### src/rtl/uart_rx_core.sv
// UART receive engine: 16x oversampled deframer with optional parity check,
// FWFT receive FIFO, sticky error flags and a registered interrupt.
module uart_rx_core #(
   parameter int unsigned DATA_BITS  = 8,
   parameter int unsigned DIV_W      = 16,
   parameter int unsigned FIFO_DEPTH = 4
) (
   input  logic                        uart_clk,
   input  logic                        uart_rst,
   input  logic                        cfg_en,
   input  logic [DIV_W-1:0]            cfg_div,
   input  logic                        cfg_par_en,
   input  logic                        cfg_par_odd,
   input  logic                        uart_rx,
   output logic [DATA_BITS-1:0]        rx_data,
   output logic                        rx_valid,
   input  logic                        rx_ready,
   output logic [$clog2(FIFO_DEPTH):0] rx_level,
   output logic                        rx_frame_err,
   output logic                        rx_par_err,
   output logic                        rx_overrun,
   input  logic                        err_clr,
   output logic                        rx_irq
);
   localparam int unsigned AW = $clog2(FIFO_DEPTH);
   localparam int unsigned BW = $clog2(DATA_BITS + 1);
   localparam logic [BW-1:0] LAST_BIT = BW'(DATA_BITS - 1);
   localparam logic [AW:0]   FULL_LVL = (AW+1)'(FIFO_DEPTH);

   typedef enum logic [2:0] {S_IDLE, S_START, S_DATA, S_PARITY, S_STOP} state_t;

   state_t                 state_q, state_d;
   logic                   rx_s1_q, rx_s2_q, rx_s3_q;
   logic [DIV_W-1:0]       tick_cnt_q, tick_cnt_d;
   logic [3:0]             samp_cnt_q, samp_cnt_d;
   logic [BW-1:0]          bit_cnt_q, bit_cnt_d;
   logic [DATA_BITS-1:0]   shift_q, shift_d;
   logic                   par_bad_q, par_bad_d;
   logic                   tick, push, set_ferr, set_perr;

   logic [DATA_BITS-1:0]   mem_q [FIFO_DEPTH];
   logic [AW-1:0]          wr_ptr_q, wr_ptr_d, rd_ptr_q, rd_ptr_d;
   logic [AW:0]            cnt_q, cnt_d;
   logic                   ferr_q, ferr_d, perr_q, perr_d, ovr_q, ovr_d, irq_q;
   logic                   pop, full, wr_en;

   // Deframer. A '>=' wrap compare keeps the tick alive if cfg_div shrinks mid-frame.
   always_comb begin
      state_d    = state_q;
      tick_cnt_d = '0;
      samp_cnt_d = samp_cnt_q;
      bit_cnt_d  = bit_cnt_q;
      shift_d    = shift_q;
      par_bad_d  = par_bad_q;
      push       = 1'b0;
      set_ferr   = 1'b0;
      set_perr   = 1'b0;
      tick       = (tick_cnt_q >= cfg_div);
      if (state_q != S_IDLE) begin
         tick_cnt_d = tick ? '0 : tick_cnt_q + 1'b1;
         if (tick) samp_cnt_d = samp_cnt_q + 1'b1;
      end
      unique case (state_q)
         S_IDLE: begin
            samp_cnt_d = '0;
            bit_cnt_d  = '0;
            par_bad_d  = 1'b0;
            if (!rx_s2_q && rx_s3_q) state_d = S_START;
         end
         S_START: begin
            if (tick && samp_cnt_q == 4'd7) begin
               samp_cnt_d = '0;
               state_d    = rx_s2_q ? S_IDLE : S_DATA;
            end
         end
         S_DATA: begin
            if (tick && samp_cnt_q == 4'hF) begin
               shift_d   = {rx_s2_q, shift_q[DATA_BITS-1:1]};
               bit_cnt_d = bit_cnt_q + 1'b1;
               if (bit_cnt_q == LAST_BIT) state_d = cfg_par_en ? S_PARITY : S_STOP;
            end
         end
         S_PARITY: begin
            if (tick && samp_cnt_q == 4'hF) begin
               par_bad_d = rx_s2_q ^ (^shift_q) ^ cfg_par_odd;
               state_d   = S_STOP;
            end
         end
         S_STOP: begin
            if (tick && samp_cnt_q == 4'hF) begin
               state_d  = S_IDLE;
               set_ferr = !rx_s2_q;
               set_perr = par_bad_q;
               push     = rx_s2_q && !par_bad_q;
            end
         end
         default: state_d = S_IDLE;
      endcase
      if (!cfg_en) begin
         state_d    = S_IDLE;
         tick_cnt_d = '0;
         push       = 1'b0;
         set_ferr   = 1'b0;
         set_perr   = 1'b0;
      end
   end

   always_comb begin
      pop      = (cnt_q != '0) && rx_ready;
      full     = (cnt_q == FULL_LVL);
      wr_en    = push && (!full || pop);
      wr_ptr_d = wr_en ? wr_ptr_q + 1'b1 : wr_ptr_q;
      rd_ptr_d = pop ? rd_ptr_q + 1'b1 : rd_ptr_q;
      cnt_d    = cnt_q;
      if (wr_en && !pop)      cnt_d = cnt_q + 1'b1;
      else if (pop && !wr_en) cnt_d = cnt_q - 1'b1;
      // A set in the same cycle as err_clr wins.
      ferr_d = (ferr_q && !err_clr) || set_ferr;
      perr_d = (perr_q && !err_clr) || set_perr;
      ovr_d  = (ovr_q && !err_clr) || (push && full && !pop);
   end

   always_ff @(posedge uart_clk) begin
      if (uart_rst) begin
         state_q    <= S_IDLE;
         rx_s1_q    <= 1'b1;
         rx_s2_q    <= 1'b1;
         rx_s3_q    <= 1'b1;
         tick_cnt_q <= '0;
         samp_cnt_q <= '0;
         bit_cnt_q  <= '0;
         shift_q    <= '0;
         par_bad_q  <= 1'b0;
         for (int unsigned i = 0; i < FIFO_DEPTH; i++) mem_q[i] <= '0;
         wr_ptr_q   <= '0;
         rd_ptr_q   <= '0;
         cnt_q      <= '0;
         ferr_q     <= 1'b0;
         perr_q     <= 1'b0;
         ovr_q      <= 1'b0;
         irq_q      <= 1'b0;
      end else begin
         state_q    <= state_d;
         rx_s1_q    <= uart_rx;
         rx_s2_q    <= rx_s1_q;
         rx_s3_q    <= rx_s2_q;
         tick_cnt_q <= tick_cnt_d;
         samp_cnt_q <= samp_cnt_d;
         bit_cnt_q  <= bit_cnt_d;
         shift_q    <= shift_d;
         par_bad_q  <= par_bad_d;
         if (wr_en) mem_q[wr_ptr_q] <= shift_q;
         wr_ptr_q   <= wr_ptr_d;
         rd_ptr_q   <= rd_ptr_d;
         cnt_q      <= cnt_d;
         ferr_q     <= ferr_d;
         perr_q     <= perr_d;
         ovr_q      <= ovr_d;
         irq_q      <= (cnt_d != '0) || ferr_d || perr_d || ovr_d;
      end
   end

   assign rx_data      = mem_q[rd_ptr_q];
   assign rx_valid     = (cnt_q != '0);
   assign rx_level     = cnt_q;
   assign rx_frame_err = ferr_q;
   assign rx_par_err   = perr_q;
   assign rx_overrun   = ovr_q;
   assign rx_irq       = irq_q;

endmodule

### config.mk
export PLATFORM = sky130hd
export DESIGN_NAME = uart_rx_core
export DESIGN_NICKNAME = d
export VERILOG_FILES = /design/src/rtl/uart_rx_core.sv
export SDC_FILE = /design/constraint.sdc
export NUM_CORES = 1
export LEC_CHECK = 0
export ABC_AREA = 1
export BUFFER_PORTS_ARGS = -buffer_cell sky130_fd_sc_hd__buf_2
export CORE_MARGIN = 1
export CORE_UTILIZATION = 45
export CTS_CLUSTER_SIZE = 28
export DETAILED_ROUTE_END_ITERATION = 6
export PLACE_DENSITY = 0.66
export SETUP_SLACK_MARGIN = 0.2
export SYNTH_ARGS = -nofsm -noshare
export SYNTH_HDL_FRONTEND = slang
export SYNTH_SLANG_ARGS = --single-unit
### constraint.sdc
create_clock -name uart_clk -period 6.8 [get_ports uart_clk]
set_input_delay 0.68 -clock uart_clk [delete_from_list [all_inputs] [get_ports uart_clk]]
set_output_delay 0.68 -clock uart_clk [all_outputs]
set_load 0.03 [all_outputs]
# Word level (Yosys, flattened, before mapping)
# Memory sizes are Yosys's and may differ from the RTL's. A register that Yosys moved wholly into a read port is not among the register bits.
# Index checks and enable logic that the tools add are counted.
# classes
addsub	7
n_div	0
n_eq_ne	14
order_cmp	1
n_bitwise	4
n_mul	0
n_shift	0
reduce_logical	40
mux	38
# op_table
operator	count
$mux 3	9
$add 16x1->16 const B	1
$ge 16x16->1	1
$mux 1	16
$mux 4	4
$pmux 4 s2	2
$pmux 3 s5	1
$logic_and 1x1->1	13
$ne 2x2->1 const B	6
$reduce_bool 3->1	3
$add 4x1->4 const B	2
$eq 4x3->1 const B	2
$mux 2	4
$mux 8	1
$reduce_or 8->1	1
$reduce_xor 8->1	1
$logic_or 1x1->1	7
$eq 3x2->1 const B	2
$eq 3x3->1 const B	2
$logic_not 1->1	6
$reduce_and 2->1	3
$reduce_and 6->1	1
$add 2x1->2 const B	2
$eq 4x4->1 const B	1
10 further kinds	13
# word_totals
mem_count	1
mem_bits_rw	32
mem_bits_ro	0
register_bits	50
latch_bits	0
# mem_list
name	depth	word_bits	rd	rd_clocked_by_memory_dff	write_ports	line	rtl
mem_q	4	8	1	1	4	41	logic [DATA_BITS-1:0] mem_q [FIFO_DEPTH];

# Depth between registers and ports, before layout
# Gate-level depths: netlist of run 1.
# logic_depth
ltp_word	14
ltp_mapped	19

# Worst setup path after synthesis of run 1
# OpenSTA, ideal clock, no wires.
# synth_path
path_type	in2reg
start	input cfg_div[7]
end	memory mem_q[1][0] (enable)
setup_ns	0.384
arrival_ns	2.286
path_slack_ns	4.130
path_stages	12
required_time_ns	6.416
cell_sequence	inv_1 > ha_1 > nand2_1 > inv_2 > nand2_2 > nor2_1 > nor2_1 > nand2_1 > nand2_1 > nand2_4 > nand4_4 > o21ai_0
# synth_lines
element	line	rtl
from (decl)	11	input logic [DIV_W-1:0] cfg_div,
to (decl)	41	

==> results of run 1 <==
flip-flops by register name, indices dropped and copies added, names as in the netlist, 2 cells and up, named ones only:
name,count
tick_cnt_q,16
samp_cnt_q,4
bit_cnt_q,4
state_q,3
shift_q,8
wr_ptr_q,2
rx_level,3
mem_q,32
rd_ptr_q,2
how the worst max path moves through the flow:
stage	cells past startpoint	startpoint	end
after floorplan	12	cfg_div[7]	mem_q[1][0]
after detailed placement	13	cfg_div[5]	mem_q[1][7]
after global routing	10	tick_cnt_q[0]	mem_q[1][4]
final	13	cfg_div[5]	mem_q[1][3]
after CTS	10	tick_cnt_q[0]	mem_q[1][7]
after global placement	13	cfg_div[5]	mem_q[1][7]
Yosys cell counts (2+ instances only):
cell type and number:
sky130_fd_sc_hd__nand2_4 3, sky130_fd_sc_hd__o21ai_0 38, sky130_fd_sc_hd__nor3_4 2, sky130_fd_sc_hd__nand4_1 9, sky130_fd_sc_hd__xor2_1 12, sky130_fd_sc_hd__nor3b_1 5, sky130_fd_sc_hd__nand2_2 2, sky130_fd_sc_hd__nand3_2 4
sky130_fd_sc_hd__nand2_1 63, sky130_fd_sc_hd__xnor2_1 7, sky130_fd_sc_hd__nand3_1 13, sky130_fd_sc_hd__a21oi_1 33, sky130_fd_sc_hd__buf_2 2, sky130_fd_sc_hd__inv_2 5, sky130_fd_sc_hd__nor3_2 2, sky130_fd_sc_hd__edfxtp_1 32
sky130_fd_sc_hd__ha_1 22, sky130_fd_sc_hd__or2_2 2, sky130_fd_sc_hd__nor3_1 12, sky130_fd_sc_hd__nand4_2 2, sky130_fd_sc_hd__o22ai_1 9, sky130_fd_sc_hd__nor2_2 3, sky130_fd_sc_hd__dfxtp_1 52, sky130_fd_sc_hd__clkbuf_1 4
sky130_fd_sc_hd__nor2_1 84, sky130_fd_sc_hd__inv_1 70
per-layer routing:
layer,share of wire [%],vias up,global-route usage [%]
li1,-,1770,-
met1,50,1574,24.4
met2,46,50,30.7
met3,2.8,7,2.53
met4,1.0,0,6.67
met5,0,-,0
stage by stage:
step           hold slack [ns]  power [W]  std cells
5_1_grt                  0.426    0.00130        686
2_1_floorplan            0.389   0.000806        509
3_5_place_dp             0.393   0.000887        670
3_3_place_gp             0.394   0.000882        670
4_1_cts                  0.415    0.00124        686
6_report                 0.414    0.00123        686
cell type report:
| class | instances | area [sq um] | share of cell area, % |
|---|---|---|---|
| clock buffers | 9 | 124 | 2.57 |
| clock inverters | 7 | 81.3 | 1.68 |
| inverters | 76 | 288 | 5.96 |
| multi-input cells | 342 | 1980 | 40.9 |
| flip-flops and latches | 84 | 2000 | 41.5 |
| well taps | 129 | 161 | 3.34 |
| repair buffers | 39 | 195 | 4.04 |
worst reg2reg max path, cell delays in order (launching register included):
cell and delay [ns]:
sky130_fd_sc_hd__dfxtp_1 0.42, sky130_fd_sc_hd__inv_1 0.10, sky130_fd_sc_hd__ha_1 0.28, sky130_fd_sc_hd__nand4_1 0.08, sky130_fd_sc_hd__nor2_1 0.10, sky130_fd_sc_hd__nor2_1 0.04, sky130_fd_sc_hd__nand2_1 0.08, sky130_fd_sc_hd__nand2_1 0.09
sky130_fd_sc_hd__nand2_4 0.15, sky130_fd_sc_hd__nand4_4 0.15, sky130_fd_sc_hd__o21ai_0 0.86
power groups by stage:
stage / Sequential, W / Clock [W] / Combinational, W
after floorplan: 0.000598 / 0 / 0.000209
after global placement: 0.000590 / 0 / 0.000292
after detailed placement: 0.000591 / 0 / 0.000295
after CTS: 0.000580 / 0.000363 / 0.000298
after global routing: 0.000585 / 0.000387 / 0.000330
final: 0.000579 / 0.000353 / 0.000296
logic make-up (layout without fill, tap and decap cells):
kind of cell / after synthesis / in the layout / synth area share [%]
simple gates: 213 / 213 / 24.8
compound gates: 88 / 88 / 10.9
flops: 84 / 84 / 46.6
buf+inv: 83 / 131 / 7.45
fa+ha+maj: 22 / 22 / 6.40
xor+xnor: 19 / 19 / 3.87
==> run_summary.xml, run 1 <==
<?xml version="1.0" encoding="UTF-8"?>
<metrics>
  <group name="clock_tree">
    <metric name="cts_buffer_depth" unit="">2</metric>
    <metric name="cts_post_setup_buffers_inserted" unit="">0</metric>
    <metric name="cts_sinks" unit="">84</metric>
    <metric name="clkLatencyLatePin" unit="ns">0.36</metric>
    <metric name="ctsResizeCount" unit="">0</metric>
    <metric name="cts_tree" unit="">done</metric>
    <metric name="cts_root_buffer" unit="">sky130_fd_sc_hd__clkbuf_8</metric>
    <metric name="cts_inserted_buffers" unit="">9</metric>
    <metric name="clkSlewWorstSetupHoldPaths" unit="ns">0.10</metric>
    <metric name="cts_max_level" unit="">3</metric>
    <metric name="cts.hold.buffers_added" unit="">0</metric>
  </group>
  <group name="timing">
    <metric name="layout_min_cycle_time" unit="ns">2.72</metric>
    <metric name="timing.max_slew.rel_slack" unit="%">30.0</metric>
    <metric name="fin_crit_sh" unit="%">40.1</metric>
    <metric name="final_report_max_slew_violation_count" unit="">0</metric>
    <metric name="layout_setup_ws" unit="ns">4.08</metric>
    <metric name="timing.setup.tns" unit="ns">0</metric>
    <metric name="timing_hold_violations_final" unit="">0</metric>
    <metric name="timing.fmax" unit="GHz">0.367</metric>
    <metric name="worst-slew-pin-transition" unit="ns">1.04</metric>
    <metric name="finalClockSkew" unit="ns">0.0178</metric>
    <metric name="final-setup-viol-count" unit="">0</metric>
    <metric name="rsz0062_at_grt" unit="">false</metric>
  </group>
  <group name="synth">
    <metric name="synth_sequential_area_ratio" unit="%">46.6</metric>
    <metric name="post-synth-top-area-fraction" unit="%">24.2</metric>
    <metric name="post_synth.cell_area_avg" unit="sq um">8.45</metric>
    <metric name="dominant_cells_by_area_after_synthesis" unit="">sky130_fd_sc_hd__dfxtp_1 24%, sky130_fd_sc_hd__edfxtp_1 22%, sky130_fd_sc_hd__nor2_1 7.3%, sky130_fd_sc_hd__ha_1 6.4%, sky130_fd_sc_hd__inv_1 6.1%</metric>
    <metric name="primary_flip_flop_cell_chosen_by_synthesis_mapping" unit="">sky130_fd_sc_hd__dfxtp_1</metric>
    <metric name="synth.net_count" unit="">555</metric>
    <metric name="yosys_warnings" unit="">0</metric>
    <metric name="asyncSetResetFlopFracSynth" unit="%">0</metric>
    <metric name="netlist-cell-type-count" unit="">43</metric>
    <metric name="synthesis.area" unit="sq um">4300</metric>
    <metric name="syn_inst" unit="">509</metric>
    <metric name="synth.largest_area_cell" unit="">sky130_fd_sc_hd__dfxtp_1</metric>
    <metric name="synth-edff-count" unit="">32</metric>
    <metric name="ys_ff_latch" unit="">84</metric>
  </group>
  <group name="grt">
    <metric name="grt_first_pass_wirelength" unit="microns">14700</metric>
    <metric name="initial_antenna_violation_count" unit="">0</metric>
    <metric name="number_of_global_route_vias_before_repair" unit="">3328</metric>
    <metric name="grt_overflow" unit="">0</metric>
    <metric name="maximum_number_of_pins_on_one_net_before_global_route_repair" unit="">20</metric>
    <metric name="grtUsageTotal" unit="%">18.4</metric>
  </group>
  <group name="worst_hold_path">
    <metric name="hold_start" unit="">rx_s1_q</metric>
    <metric name="holdPathStages" unit="">1</metric>
    <metric name="min_delay_worst_endpoint" unit="">rx_s2_q</metric>
    <metric name="min_path_type" unit="">reg -&gt; reg</metric>
  </group>
  <group name="pwr">
    <metric name="vdd.ir_drop.worst" unit="mV">0.223</metric>
    <metric name="power-per-cell-area" unit="nW/um^2">254</metric>
    <metric name="switching_power" unit="W">0.000442</metric>
    <metric name="seqPwrFrac" unit="%">47.1</metric>
    <metric name="netSwitchingFraction" unit="%">36.0</metric>
    <metric name="share_comb_of_total_power" unit="%">24.1</metric>
    <metric name="power.leakage" unit="nW">1.98</metric>
    <metric name="power_frac_clock" unit="%">28.7</metric>
    <metric name="intPower" unit="W">0.000787</metric>
  </group>
  <group name="cells_and_area">
    <metric name="syn2layout_area_growth" unit="%">12.3</metric>
    <metric name="utilization" unit="%">52.3</metric>
    <metric name="antenna_cells" unit="">0</metric>
    <metric name="fillerInstances" unit="">900</metric>
    <metric name="drive_above_1_share" unit="%">15.8</metric>
    <metric name="commonest_non_fill_non_tap_cell_in_the_layout" unit="">sky130_fd_sc_hd__nor2_1</metric>
    <metric name="layout.cells.most_common_list" unit="">84 x sky130_fd_sc_hd__nor2_1, 70 x sky130_fd_sc_hd__inv_1, 63 x sky130_fd_sc_hd__nand2_1</metric>
    <metric name="final_design_area_no_fill" unit="sq um">4830</metric>
    <metric name="layout.nets" unit="">598</metric>
  </group>
  <group name="detailed_routing">
    <metric name="detailedRoute.firstIterationViolations" unit="">117</metric>
    <metric name="vias_per_cell" unit="">4.96</metric>
    <metric name="detail_route.wirelength" unit="microns">8410</metric>
    <metric name="num_vias" unit="">3401</metric>
    <metric name="drt-wirelength-per-cell" unit="microns">12.3</metric>
    <metric name="detail_route.first_pass.iterations" unit="">4</metric>
    <metric name="route.antenna.remaining_nets" unit="">0</metric>
    <metric name="drc_errors" unit="">0</metric>
  </group>
  <group name="placed_design">
    <metric name="placement_stage_worst_setup_slack" unit="ns">3.65</metric>
    <metric name="place_hpwl" unit="microns">6140</metric>
    <metric name="placed_area" unit="sq um">4620</metric>
    <metric name="port-buffer-count" unit="">39</metric>
    <metric name="globalplace.congestion" unit="">0.806</metric>
  </group>
  <group name="critical_path">
    <metric name="reg2reg_slack" unit="ns">4.10</metric>
    <metric name="timing.critical_path.from_type" unit="">input pin</metric>
    <metric name="crit_path_cell_trace" unit="">buf_2 &gt; inv_1 &gt; ha_1 &gt; nand2_1 &gt; inv_1 &gt; nand2_2 &gt; nor2_1 &gt; nor2_1 &gt; nand2_1 &gt; nand2_1 &gt; nand2_4 &gt; nand4_4 &gt; o21ai_0</metric>
    <metric name="cp_data_required_time" unit="ns">6.79</metric>
    <metric name="critPathCaptureType" unit="">flip-flop</metric>
    <metric name="path_common_cell" unit="">sky130_fd_sc_hd__nand2_1</metric>
    <metric name="timing.critical_path.arrival" unit="ns">2.71</metric>
    <metric name="critical-path-max-stage-delay" unit="ns">0.86</metric>
    <metric name="setup.worst_path.class" unit="">in -&gt; reg</metric>
    <metric name="regToRegStartpoint" unit="">tick_cnt_q[0]</metric>
    <metric name="cp_max_fo" unit="">9</metric>
    <metric name="timing.rr.end" unit="">mem_q[1][3]</metric>
    <metric name="critical_path.n_buffers_inverters" unit="">3</metric>
    <metric name="cpLargestDelayFamily" unit="">compound AO/OA/AOI/OAI gates</metric>
    <metric name="critPathSlowestCell" unit="">sky130_fd_sc_hd__o21ai_0</metric>
    <metric name="worstRegToRegCells" unit="">10</metric>
  </group>
  <group name="die">
    <metric name="standard_cell_row_count" unit="">35</metric>
    <metric name="dieHeight" unit="microns">99.7</metric>
    <metric name="num_io_pins" unit="">40</metric>
    <metric name="die_area" unit="sq um">9950</metric>
    <metric name="floorplan.initialDensity" unit="%">46.5</metric>
    <metric name="coreArea" unit="sq um">9240</metric>
    <metric name="dieWidth" unit="microns">99.7</metric>
  </group>
  <group name="flow_run">
    <metric name="cap_violations" unit="">0</metric>
  </group>
  <group name="status">
    <metric name="status" unit="">finished, final reports clean</metric>
  </group>
</metrics>
Note: power is estimated with default switching activity, not from simulation.
==> run 2: changes to the inputs <==
Settings changed: PLACE_DENSITY 0.66 to 0.69.
Clock period 6.8 ns to 2.39 ns, I/O delays scaled along.
==> run_summary.xml, run 2 (synthesized netlist as in run 1, its figures left out) <==
<?xml version="1.0" encoding="UTF-8"?>
<metrics>
  <group name="cells_and_area">
    <metric name="layout.cells.most_common_list" unit="">82 x sky130_fd_sc_hd__nor2_1, 69 x sky130_fd_sc_hd__inv_1, 54 x sky130_fd_sc_hd__nand2_1</metric>
    <metric name="layout.nets" unit="">623</metric>
    <metric name="antenna_cells" unit="">0</metric>
    <metric name="largest_register_ffs" unit="">32</metric>
    <metric name="reg_top3" unit="">mem_q x32, tick_cnt_q x16, shift_q x8</metric>
    <metric name="final_design_area_no_fill" unit="sq um">5240</metric>
    <metric name="commonest_non_fill_non_tap_cell_in_the_layout" unit="">sky130_fd_sc_hd__nor2_1</metric>
    <metric name="drive_above_1_share" unit="%">25.4</metric>
    <metric name="syn2layout_area_growth" unit="%">21.9</metric>
    <metric name="registers.top_by_ff_count" unit="">mem_q</metric>
    <metric name="utilization" unit="%">56.7</metric>
  </group>
  <group name="timing">
    <metric name="timing_hold_violations_final" unit="">0</metric>
    <metric name="worst-slew-pin-transition" unit="ns">0.728</metric>
    <metric name="timing.setup.tns" unit="ns">0</metric>
    <metric name="rsz0062_at_grt" unit="">true</metric>
    <metric name="layout_min_cycle_time" unit="ns">2.15</metric>
    <metric name="layout_setup_ws" unit="ns">0.242</metric>
    <metric name="final_report_max_slew_violation_count" unit="">0</metric>
    <metric name="finalClockSkew" unit="ns">0.0169</metric>
    <metric name="timing.max_slew.rel_slack" unit="%">51.4</metric>
    <metric name="timing.fmax" unit="GHz">0.466</metric>
    <metric name="final-setup-viol-count" unit="">0</metric>
    <metric name="fin_crit_sh" unit="%">89.9</metric>
  </group>
  <group name="critical_path">
    <metric name="setup.worst_path.class" unit="">reg -&gt; reg</metric>
    <metric name="cp_data_required_time" unit="ns">2.63</metric>
    <metric name="critPathSlowestCell" unit="">sky130_fd_sc_hd__dfxtp_2</metric>
    <metric name="timing.critical_path.arrival" unit="ns">2.39</metric>
    <metric name="critical_path.n_buffers_inverters" unit="">2</metric>
    <metric name="cpLargestDelayFamily" unit="">simple AND/OR/NAND/NOR gates</metric>
    <metric name="critical-path-max-stage-delay" unit="ns">0.34</metric>
    <metric name="cp_max_fo" unit="">5</metric>
    <metric name="timing.critical_path.from_type" unit="">flip-flop</metric>
    <metric name="crit_path_cell_trace" unit="">inv_2 &gt; ha_1 &gt; nand4_1 &gt; nor2_1 &gt; nor2_1 &gt; nand2_2 &gt; nand2_2 &gt; nand2_4 &gt; buf_6 &gt; nand3_4 &gt; nand2_4 &gt; nand2_2 &gt; nand2_2 &gt; a21oi_2 &gt; nand3_1 &gt; nor2_1 &gt; nor2_1</metric>
    <metric name="critPathCaptureType" unit="">flip-flop</metric>
  </group>
  <group name="grt">
    <metric name="grtUsageTotal" unit="%">17.9</metric>
    <metric name="grt_overflow" unit="">0</metric>
    <metric name="maximum_number_of_pins_on_one_net_before_global_route_repair" unit="">19</metric>
    <metric name="number_of_global_route_vias_before_repair" unit="">3356</metric>
    <metric name="initial_antenna_violation_count" unit="">0</metric>
    <metric name="grt_first_pass_wirelength" unit="microns">14100</metric>
  </group>
  <group name="die">
    <metric name="floorplan.initialDensity" unit="%">46.5</metric>
    <metric name="standard_cell_row_count" unit="">35</metric>
    <metric name="die_area" unit="sq um">9950</metric>
    <metric name="num_io_pins" unit="">40</metric>
    <metric name="coreArea" unit="sq um">9240</metric>
    <metric name="dieHeight" unit="microns">99.7</metric>
    <metric name="dieWidth" unit="microns">99.7</metric>
  </group>
  <group name="clock_tree">
    <metric name="cts_sinks" unit="">84</metric>
    <metric name="cts_buffer_depth" unit="">2</metric>
    <metric name="cts_max_level" unit="">3</metric>
    <metric name="cts_root_buffer" unit="">sky130_fd_sc_hd__clkbuf_8</metric>
    <metric name="clkSlewWorstSetupHoldPaths" unit="ns">0.09</metric>
    <metric name="cts_tree" unit="">done</metric>
    <metric name="clkLatencyLatePin" unit="ns">0.37</metric>
    <metric name="cts.hold.buffers_added" unit="">0</metric>
    <metric name="cts_inserted_buffers" unit="">9</metric>
  </group>
  <group name="placed_design">
    <metric name="placed_area" unit="sq um">4730</metric>
    <metric name="port-buffer-count" unit="">39</metric>
    <metric name="place_hpwl" unit="microns">6170</metric>
    <metric name="globalplace.congestion" unit="">0.829</metric>
    <metric name="placement_stage_worst_setup_slack" unit="ns">0.0244</metric>
  </group>
  <group name="pwr">
    <metric name="switching_power" unit="W">0.00128</metric>
    <metric name="intPower" unit="W">0.00227</metric>
    <metric name="netSwitchingFraction" unit="%">36.0</metric>
    <metric name="seqPwrFrac" unit="%">45.7</metric>
    <metric name="power_frac_clock" unit="%">27.4</metric>
    <metric name="vdd.ir_drop.worst" unit="mV">0.721</metric>
    <metric name="share_comb_of_total_power" unit="%">26.9</metric>
    <metric name="power.leakage" unit="nW">2.11</metric>
    <metric name="power-per-cell-area" unit="nW/um^2">676</metric>
    <metric name="total_power" unit="W">0.00354</metric>
  </group>
  <group name="detailed_routing">
    <metric name="detailedRoute.firstIterationViolations" unit="">144</metric>
    <metric name="num_vias" unit="">3497</metric>
    <metric name="detail_route.first_pass.iterations" unit="">4</metric>
    <metric name="detail_route.wirelength" unit="microns">8730</metric>
    <metric name="drt-wirelength-per-cell" unit="microns">12.3</metric>
    <metric name="route.antenna.remaining_nets" unit="">0</metric>
    <metric name="vias_per_cell" unit="">4.92</metric>
    <metric name="drc_errors" unit="">0</metric>
  </group>
  <group name="worst_hold_path">
    <metric name="min_path_type" unit="">in -&gt; reg</metric>
  </group>
  <group name="status">
    <metric name="status" unit="">finished, final reports clean</metric>
  </group>
  <group name="flow_run">
    <metric name="cap_violations" unit="">0</metric>
  </group>
</metrics>
-- run 2: worst register-to-register path, stage by stage, from the launching register on --
cell and delay [ns]:
sky130_fd_sc_hd__dfxtp_2 0.34, sky130_fd_sc_hd__inv_2 0.04, sky130_fd_sc_hd__ha_1 0.26, sky130_fd_sc_hd__nand4_1 0.08, sky130_fd_sc_hd__nor2_1 0.05, sky130_fd_sc_hd__nor2_1 0.12
sky130_fd_sc_hd__nand2_2 0.08, sky130_fd_sc_hd__nand2_2 0.08, sky130_fd_sc_hd__nand2_4 0.08, sky130_fd_sc_hd__buf_6 0.15, sky130_fd_sc_hd__nand3_4 0.09, sky130_fd_sc_hd__nand2_4 0.08
sky130_fd_sc_hd__nand2_2 0.10, sky130_fd_sc_hd__nand2_2 0.06, sky130_fd_sc_hd__a21oi_2 0.17, sky130_fd_sc_hd__nand3_1 0.09, sky130_fd_sc_hd__nor2_1 0.11, sky130_fd_sc_hd__nor2_1 0.04
-- run 2: final timing paths --
| path | slack, ns | cells after the start | from | endpoint |
|---|---|---|---|---|
| worst max-delay path | 0.24 | 17 | tick_cnt_q[0] | rx_irq |
| worst max register to register | 0.24 | 17 | tick_cnt_q[0] | rx_irq |
| worst min register to register | 0.42 | 1 | rx_s1_q | rx_s2_q |
| worst min-delay path | 0.06 | 2 | uart_rx | rx_s1_q |
-- run 2: routing by layer --
layer / wire length [microns] / GRT usage (%) / part of all wire [%] / up-vias
met2: 4360 / 31.0 / 50 / 52
met4: 129 / 7.47 / 1.5 / 0
li1: - / - / - / 1824
met1: 3970 / 21.8 / 45 / 1611
met3: 265 / 3.09 / 3.0 / 10
met5: 0 / 0 / 0 / -
-- run 2: layout make-up --
cell class                      count  area [sq um]
Clock inverter                      7          63.8
Clock buffer                        9           124
Tap cell                          129           161
Fill cell                         829          4000
Multi-Input combinational cell    343          2210
Inverter                           76           288
Timing Repair Buffer               63           379
Sequential cell                    84          2020
-- run 2: power groups by stage --
stage	sequential (W)	combinational (W)	clock (W)
finish	0.00162	0.000953	0.000971
global route	0.00163	0.00106	0.00105
CTS	0.00162	0.000887	0.000993
detailed placement	0.00165	0.000881	0
global placement	0.00165	0.000870	0
floorplan	0.00170	0.000594	0
-- run 2: repair_timing --
item	4_1_cts	5_1_grt
buffers inserted	0	10
endpoints found under the setup margin	17	54
cloned	0	1
pin swaps	0	19
gates resized for setup	8	42
-- run 2: through the flow --
stage               std cells  hold WS [ns]
floorplan                 509         0.317
global placement          684         0.392
detailed placement        684         0.399
CTS                       700        0.0514
global route              711        0.0473
finish                    711        0.0593
==> run 3: changes to the inputs <==
Settings changed: CORE_UTILIZATION 45 to 41, PLACE_DENSITY 0.69 to 0.62.
Clock period 2.39 ns to 2.3 ns, I/O delays scaled along.
==> run_summary.xml, run 3 (synthesized netlist as in run 1, its figures left out) <==
<?xml version="1.0" encoding="UTF-8"?>
<metrics>
  <group name="status">
    <metric name="status" unit="">finished, final reports clean</metric>
  </group>
  <group name="critical_path">
    <metric name="crit_end" unit="">mem_q[1][5]</metric>
    <metric name="setup.worst_path.class" unit="">reg -&gt; reg</metric>
    <metric name="timing.critical_path.from_type" unit="">flip-flop</metric>
    <metric name="critPathSlowestCell" unit="">sky130_fd_sc_hd__dfxtp_2</metric>
    <metric name="critical_path.n_buffers_inverters" unit="">4</metric>
    <metric name="path_common_cell" unit="">sky130_fd_sc_hd__buf_6</metric>
    <metric name="worstRegToRegCells" unit="">13</metric>
    <metric name="cp.depth" unit="">13</metric>
    <metric name="critical-path-max-stage-delay" unit="ns">0.35</metric>
    <metric name="timing.critical_path.arrival" unit="ns">2.18</metric>
    <metric name="regToRegStartpoint" unit="">tick_cnt_q[0]</metric>
    <metric name="cp_data_required_time" unit="ns">2.37</metric>
    <metric name="timing.rr.end" unit="">mem_q[1][5]</metric>
    <metric name="cpLargestDelayFamily" unit="">simple AND/OR/NAND/NOR gates</metric>
    <metric name="critPathLaunch" unit="">tick_cnt_q[0]</metric>
    <metric name="reg2reg_slack" unit="ns">0.20</metric>
    <metric name="crit_path_cell_trace" unit="">inv_2 &gt; ha_4 &gt; nand4_1 &gt; nor2_1 &gt; nor2_1 &gt; nand2_2 &gt; nand2_2 &gt; nand2_4 &gt; nand4_4 &gt; buf_6 &gt; buf_6 &gt; o21ai_2 &gt; buf_6</metric>
    <metric name="critPathCaptureType" unit="">flip-flop</metric>
    <metric name="cp_max_fo" unit="">8</metric>
  </group>
  <group name="die">
    <metric name="die_area" unit="sq um">10900</metric>
    <metric name="standard_cell_row_count" unit="">37</metric>
    <metric name="dieHeight" unit="microns">104</metric>
    <metric name="floorplan.initialDensity" unit="%">42.0</metric>
    <metric name="coreArea" unit="sq um">10200</metric>
    <metric name="num_io_pins" unit="">40</metric>
    <metric name="dieWidth" unit="microns">104</metric>
  </group>
  <group name="placed_design">
    <metric name="place_hpwl" unit="microns">6240</metric>
    <metric name="port-buffer-count" unit="">39</metric>
    <metric name="globalplace.congestion" unit="">0.792</metric>
    <metric name="placement_stage_worst_setup_slack" unit="ns">0.0455</metric>
  </group>
  <group name="cells_and_area">
    <metric name="reg_top3" unit="">mem_q x32, tick_cnt_q x16, shift_q x8</metric>
    <metric name="largest_register_ffs" unit="">32</metric>
    <metric name="layout.nets" unit="">628</metric>
    <metric name="antenna_cells" unit="">0</metric>
    <metric name="drive_above_1_share" unit="%">30.5</metric>
    <metric name="syn2layout_area_growth" unit="%">28.8</metric>
    <metric name="commonest_non_fill_non_tap_cell_in_the_layout" unit="">sky130_fd_sc_hd__inv_1</metric>
    <metric name="utilization" unit="%">54.1</metric>
    <metric name="layout.cells.most_common_list" unit="">68 x sky130_fd_sc_hd__inv_1, 64 x sky130_fd_sc_hd__nor2_1, 51 x sky130_fd_sc_hd__nand2_1</metric>
    <metric name="registers.top_by_ff_count" unit="">mem_q</metric>
    <metric name="fillerInstances" unit="">901</metric>
  </group>
  <group name="detailed_routing">
    <metric name="detail_route.first_pass.iterations" unit="">4</metric>
    <metric name="detailedRoute.firstIterationViolations" unit="">165</metric>
    <metric name="drc_errors" unit="">0</metric>
    <metric name="num_vias" unit="">3541</metric>
    <metric name="detail_route.wirelength" unit="microns">9160</metric>
    <metric name="drt-wirelength-per-cell" unit="microns">12.7</metric>
    <metric name="vias_per_cell" unit="">4.90</metric>
    <metric name="route.antenna.remaining_nets" unit="">0</metric>
  </group>
  <group name="flow_run">
    <metric name="cap_violations" unit="">0</metric>
  </group>
  <group name="grt">
    <metric name="initial_antenna_violation_count" unit="">0</metric>
    <metric name="number_of_global_route_vias_before_repair" unit="">3444</metric>
    <metric name="maximum_number_of_pins_on_one_net_before_global_route_repair" unit="">19</metric>
    <metric name="grtUsageTotal" unit="%">17.4</metric>
    <metric name="grt_overflow" unit="">0</metric>
    <metric name="grt_first_pass_wirelength" unit="microns">15400</metric>
  </group>
  <group name="timing">
    <metric name="layout_min_cycle_time" unit="ns">2.10</metric>
    <metric name="timing.fmax" unit="GHz">0.476</metric>
    <metric name="final-setup-viol-count" unit="">0</metric>
    <metric name="timing.max_slew.rel_slack" unit="%">44.4</metric>
    <metric name="rsz0062_at_grt" unit="">true</metric>
    <metric name="finalClockSkew" unit="ns">0.0156</metric>
    <metric name="worst-slew-pin-transition" unit="ns">0.833</metric>
    <metric name="fin_crit_sh" unit="%">91.4</metric>
    <metric name="timing_hold_violations_final" unit="">0</metric>
    <metric name="layout_setup_ws" unit="ns">0.199</metric>
    <metric name="final_report_max_slew_violation_count" unit="">0</metric>
  </group>
  <group name="clock_tree">
    <metric name="cts.hold.buffers_added" unit="">0</metric>
    <metric name="cts_tree" unit="">done</metric>
    <metric name="cts_sinks" unit="">84</metric>
    <metric name="clkSlewWorstSetupHoldPaths" unit="ns">0.09</metric>
    <metric name="cts_inserted_buffers" unit="">9</metric>
    <metric name="cts_max_level" unit="">3</metric>
    <metric name="cts_buffer_depth" unit="">2</metric>
    <metric name="cts_root_buffer" unit="">sky130_fd_sc_hd__clkbuf_8</metric>
    <metric name="clkLatencyLatePin" unit="ns">0.36</metric>
  </group>
  <group name="pwr">
    <metric name="power.leakage" unit="nW">2.18</metric>
    <metric name="vdd.ir_drop.worst" unit="mV">0.588</metric>
    <metric name="power-per-cell-area" unit="nW/um^2">708</metric>
  </group>
  <group name="worst_hold_path">
    <metric name="min_path_type" unit="">in -&gt; reg</metric>
  </group>
</metrics>
-- run 3: cell count changes in the layout (fill, tap and decap cells not counted), sizes merged --
cell / before / now
bufinv: 0 / 2
clkinvlp: 2 / 0
buf: 63 / 68
inv: 81 / 80
clkinv: 0 / 1
nand2: 69 / 68
clkbuf: 9 / 10
-- run 3: through the flow --
step	instance area [sq um]	TNS [ns]	power [W]	hold WS [ns]	std cells
after detailed placement	4780	0	0.00265	0.400	694
after CTS	5180	0	0.00389	0.0451	716
after global placement	4780	0	0.00264	0.395	694
after global routing	5540	-0.0161	0.00415	0.0473	723
final	5540	0	0.00392	0.0529	723
after floorplan	4300	0	0.00238	0.308	509
-- run 3: layout make-up --
class                      instances  area, sq um  share of cell area (%)
clock buffer                       9          124                    2.24
sequential                        84         2020                    36.4
timing repair buffer              69          494                    8.92
clock inverter                     7          104                    1.88
tap                              136          170                    3.07
inverter                          76          288                    5.20
multi-input combinational        342         2340                    42.3
-- run 3: per-layer routing --
layer,part of all wire [%],GRT usage [%]
met1,48,23.0
met2,46,28.8
met3,3.4,3.07
met4,1.7,5.20
met5,0,0
-- run 3: report_power, final --
part | total, W | internal, W | switching (W) | leakage [nW]
registers | 0.00168 | 0.00162 | 0.0000631 | 0.730
logic | 0.00103 | 0.000347 | 0.000683 | 1.34
clock network | 0.00121 | 0.000629 | 0.000577 | 0.115
total | 0.00392 | 0.00260 | 0.00132 | 2.18
-- run 3: worst min-delay path by stage --
stage	startpoint	to	slack (ns)	cells past startpoint
floorplan	uart_rst	bit_cnt_q[0]	0.31	1
global placement	rx_s1_q	rx_s2_q	0.40	1
detailed placement	rx_s1_q	rx_s2_q	0.40	1
CTS	uart_rx	rx_s1_q	0.05	2
global route	uart_rx	rx_s1_q	0.05	2
finish	uart_rx	rx_s1_q	0.05	2
-- run 3: what timing repair did --
item / in CTS / in global routing
cloned: 0 / 1
pin swaps: 8 / 14
setup buffers: 6 / 6
endpoints found under the setup margin: 50 / 87
gates resized for setup: 25 / 74
